<file path="src/rtl/dmem_arb_pkg.sv">
// dmem_arb_pkg: shared types and constants for the
// two-port data memory arbiter.
package dmem_arb_pkg;

   typedef enum logic {
      IDLE  = 1'b0,
      SERVE = 1'b1
   } state_t;

   localparam logic P_CPU = 1'b0;
   localparam logic P_DBG = 1'b1;

   localparam int DMEM_DEPTH = 100;

   typedef struct packed {
      logic        we;
      logic [31:0] addr;
      logic [31:0] wdata;
   } port_req_t;

   function automatic logic oor(
      input logic [31:0] a,
      input int          depth
   );
      return a >= 32'($unsigned(depth));
   endfunction

endpackage

</file>
<file path="src/rtl/rr_pick2.sv">
// rr_pick2: combinational two-way round-robin picker;
// on a tie the port not served last wins.
module rr_pick2
   import dmem_arb_pkg::*;
(
   input  logic [1:0] req,
   input  logic       last,
   output logic       winner
);

   always_comb begin
      winner = P_CPU;
      unique case (req)
         2'b01:   winner = P_CPU;
         2'b10:   winner = P_DBG;
         2'b11:   winner = ~last;
         default: winner = P_CPU;
      endcase
   end

endmodule

</file>
<file path="src/rtl/dmem_arbiter.sv">
// dmem_arbiter: shares one data memory between the
// processor (port 0) and the loader/debug port (port 1).
module dmem_arbiter
   import dmem_arb_pkg::*;
#(
   parameter int DEPTH = DMEM_DEPTH
) (
   input  logic        clk,
   input  logic        rst,
   input  logic        req0,
   input  logic        req1,
   input  logic        we0,
   input  logic        we1,
   input  logic [31:0] addr0,
   input  logic [31:0] addr1,
   input  logic [31:0] wdata0,
   input  logic [31:0] wdata1,
   output logic        ack0,
   output logic        ack1,
   output logic [31:0] rdata0,
   output logic [31:0] rdata1,
   output logic        err0,
   output logic        err1,
   output logic [31:0] mem_a,
   output logic [31:0] mem_wd,
   output logic        mem_we,
   input  logic [31:0] mem_rd
);

   state_t     state;
   state_t     nstate;
   logic       win;
   logic       last;
   logic       pick;
   logic [1:0] reqv;
   port_req_t  p0;
   port_req_t  p1;
   port_req_t  sel;
   logic       live;
   logic       bad;

   assign reqv = {req1, req0};
   assign p0   = '{we: we0, addr: addr0, wdata: wdata0};
   assign p1   = '{we: we1, addr: addr1, wdata: wdata1};
   assign sel  = (win == P_DBG) ? p1 : p0;
   assign bad  = oor(sel.addr, DEPTH);

   // gate on rst too so an abort drops mem_we at once
   assign live = (state == SERVE) && rst;

   rr_pick2 u_pick (
      .req    (reqv),
      .last   (last),
      .winner (pick)
   );

   always_ff @(posedge clk or negedge rst) begin
      if (!rst) begin
         state <= IDLE;
         win   <= P_CPU;
         last  <= P_DBG;
      end else begin
         state <= nstate;
         if (state == IDLE && |reqv)
            win <= pick;
         if (state == SERVE)
            last <= win;
      end
   end

   always_comb begin
      nstate = state;
      mem_a  = '0;
      mem_wd = '0;
      mem_we = 1'b0;
      ack0   = 1'b0;
      ack1   = 1'b0;
      err0   = 1'b0;
      err1   = 1'b0;
      rdata0 = '0;
      rdata1 = '0;
      unique case (state)
         IDLE:  if (|reqv) nstate = SERVE;
         SERVE: nstate = IDLE;
      endcase
      if (live) begin
         mem_a  = sel.addr;
         mem_wd = sel.wdata;
         mem_we = sel.we & ~bad;
         if (win == P_DBG) begin
            ack1   = 1'b1;
            err1   = bad;
            rdata1 = bad ? '0 : mem_rd;
         end else begin
            ack0   = 1'b1;
            err0   = bad;
            rdata0 = bad ? '0 : mem_rd;
         end
      end
   end

endmodule

</file>
<file path="config.mk">
export PLATFORM = sky130hd
export DESIGN_NAME = dmem_arbiter
export DESIGN_NICKNAME = d
export VERILOG_FILES = /design/src/rtl/dmem_arb_pkg.sv /design/src/rtl/rr_pick2.sv /design/src/rtl/dmem_arbiter.sv
export SDC_FILE = /design/constraint.sdc
export NUM_CORES = 1
export LEC_CHECK = 0
export BUFFER_PORTS_ARGS = -buffer_cell sky130_fd_sc_hd__buf_2
export CAP_MARGIN = 20
export CORE_AREA = 2 2 116 118
export CTS_CLUSTER_SIZE = 28
export DETAILED_ROUTE_END_ITERATION = 16
export DIE_AREA = 0 0 118 120
export GPL_TIMING_DRIVEN = 0
export SETUP_SLACK_MARGIN = 0.3
export SLEW_MARGIN = 15
export SYNTH_ARGS = -nofsm -noshare
export SYNTH_HDL_FRONTEND = slang
export SYNTH_SLANG_ARGS = --single-unit
</file>
<file path="constraint.sdc">
create_clock -name clk -period 1.7 [get_ports clk]
set_input_delay 0.085 -clock clk [delete_from_list [all_inputs] [get_ports clk]]
set_output_delay 0.085 -clock clk [all_outputs]
set_load 0.01 [all_outputs]
</file>
==> metrics.txt <==
Layout Skew=0.0000596 ns; Hold WC Path Type=in -> reg; Longest Clk Path Bufs=2; Post-DP Area=0.00370 mm2; fin crit period=2.12 ns; Worst-path clk slew=0.03 ns; drt pass-1 iters=4; Final nets=773; final slew viol count=0; CP Capture Type=output pin; Mapped Nets=461; Die H=120 um; max cap viols=0; Antenna Cells=0; DR WL/cell=14.3 um; RSZ-0062 raised after global routing=true; antenna violations before repair=1; Final ANT Viol Nets=0; Unique masters post-synth=32; Avg Cell Area, Syn=5.95 um2; GR Overflow Total=0; routed wire length=11200 um; Pleak=2.28 nW; yosys warns=0; Slew headroom=0.726; Cells after Synth=295; PwrDens=481 mW/mm2; fin crit share=1.25; Core Box Area=0.0130 mm2; flop and latch count out of synthesis=3; CTS Root Cell=clkbuf_16; register area share after synthesis=0.0435; status=complete, but fails checks; area delta synth->final=144%; Fmax achieved=0.471 GHz; GRT Total Usage=0.147; CTS tree=yes; RePlAce Congestion=0.855; initial drt markers=74; Setup WS pre-CTS=-0.393 ns; Core Rows=42; clk_lat worst skew=0.22 ns; setup ws final=-0.423 ns; DRC errors left=0; TritonCTS Buffers=3; hold slack=0.102 ns; H-tree depth=1; largest net degree at the start of global routing=11; via count=3228; VDD IR max=0.297 mV; Critical Path AT=2.04 ns; CP Max Fanout=10; Synth Cell Area=0.00176 mm2; CP required=1.62 ns; via count of the first global-routing pass=3058; crit path launch type=register; global-route wire length before repair=16500 um; Vias/cell=4.13; fin area=0.00428 mm2; port bufs=298; WS Path Type=reg -> out; Sink Count=3; final hold vios=0; Starting Density=0.135; die width=118 um; area of the die=0.0142 mm2; layout cell share with drive strength beyond 1=0.652; Post-DP HPWL=9480 um; worst-margin pin slew=0.405 ns; failing checks=setup timing; final setup violation count=68; TNS Setup=-25.16 ns; boundary pin count=299
## cells in the mapped netlist (all sizes together)
library cell	count	area [um2]
nand3b	1	7.51
dfrtp	2	50.1
nor3	3	15.0
a32o	1	10.0
nor2	131	492
nand4	2	33.8
a311oi	1	8.76
and2	1	6.26
or4b	1	10.0
a211o	1	8.76
a22o	1	8.76
nor4	9	56.3
clkbuf	6	22.5
nand3	1	5.00
inv	1	3.75
nor3b	1	7.51
nor2b	1	6.26
nand2	37	139
and3	1	6.26
mux2i	64	641
buf	19	97.6
nor4b	2	17.5
dfstp	1	26.3
o21a	1	7.51
mux2	1	11.3
a32oi	1	8.76
or4	1	11.3
and4	2	17.5
o22ai	1	20.0
## worst paths after layout
| path | start | end | slack [ns] | depth (start not counted) |
|---|---|---|---|---|
| min | req1 | state$_DFF_PN0_ | 0.10 | 3 |
| min reg2reg | state$_DFF_PN0_ | state$_DFF_PN0_ | 0.52 | 1 |
| max reg2reg | win$_DFFE_PN0P_ | win$_DFFE_PN0P_ | 0.20 | 6 |
| max in group asynchronous | rst | last$_DFFE_PN1P_ | 1.23 | 2 |
| min in group asynchronous | rst | state$_DFF_PN0_ | 0.25 | 2 |
| max | win$_DFFE_PN0P_ | rdata1[9] | -0.42 | 6 |
## per-stage QoR
| step | util | cells | total power [W] |
|---|---|---|---|
| CTS | 0.312 | 778 | 0.00187 |
| finish | 0.330 | 782 | 0.00206 |
| global route | 0.330 | 782 | 0.00220 |
| detailed placement | 0.285 | 769 | 0.00135 |
| floorplan | - | 295 | 0.000850 |
| global placement | 0.285 | 769 | 0.00135 |
## critical path, cell delays in order, from the launching register on
cell and delay (ns):
dfrtp_2 0.42, or4_4 0.43, o22ai_4 0.28, nand4_4 0.23, buf_8 0.23, nor2_2 0.09, buf_2 0.13
## layer usage
metal  global-route usage  vias to the layer above  wire, um
met5                    0                        -         0
li1                     -                     1619         -
met2                0.286                      176      5940
met3               0.0285                        8       769
met1                0.166                     1425      4410
met4               0.0271                        0        91
## state kept, by name (all words and copies together) (netlist names)
register and count:
last 1, state 1, win 1
## where the power goes
| part | switching [W] | total, W | internal, W |
|---|---|---|---|
| registers | 0.0000173 | 0.000115 | 0.0000979 |
| clock network | 0.0000614 | 0.000371 | 0.000309 |
| logic | 0.000720 | 0.00157 | 0.000853 |
## cell families (layout without fill, tap and decap cells)
kind of cell    after synthesis  after routing  share of synthesized area
flops                         3              3                     0.0435
simple gates                194            194                      0.473
buf+inv                      26            337                     0.0706
compound gates                7              7                     0.0413
mux                          65             65                      0.371
## cell type report
cell class | count | area (um2)
inverter | 1 | 3.75
clock buffer | 4 | 78.8
buffer | 25 | 369
timing repair buffer | 307 | 1690
tap | 176 | 220
fill | 1455 | 8700
sequential | 3 | 77.6
multi-input combinational | 266 | 1840
## cell usage in the layout, fill, tap and decap left out, types with 2 or more instances in the layout
cell type	count
nor2_2	18
nand2_2	3
buf_12	11
buf_8	2
nor2_1	93
nor3_1	2
buf_6	21
nor2_4	20
nor4_1	8
and4_1	2
mux2i_4	2
buf_2	282
nand2_1	34
clkbuf_2	2
clkbuf_16	5
buf_4	9
mux2i_1	58
nand4_4	2
mux2i_2	4
## timing repair
action | CTS | global route
gates cloned | 1 | 1
endpoints found under the setup margin | 135 | 131
gates resized for setup | 62 | 41
hold buffers | 1 | 0
hold endpoints to repair | 3 | 0
buffers inserted | 3 | 3
pin swaps | 4 | 7
No activity file was read; power rests on OpenSTA's default activity.
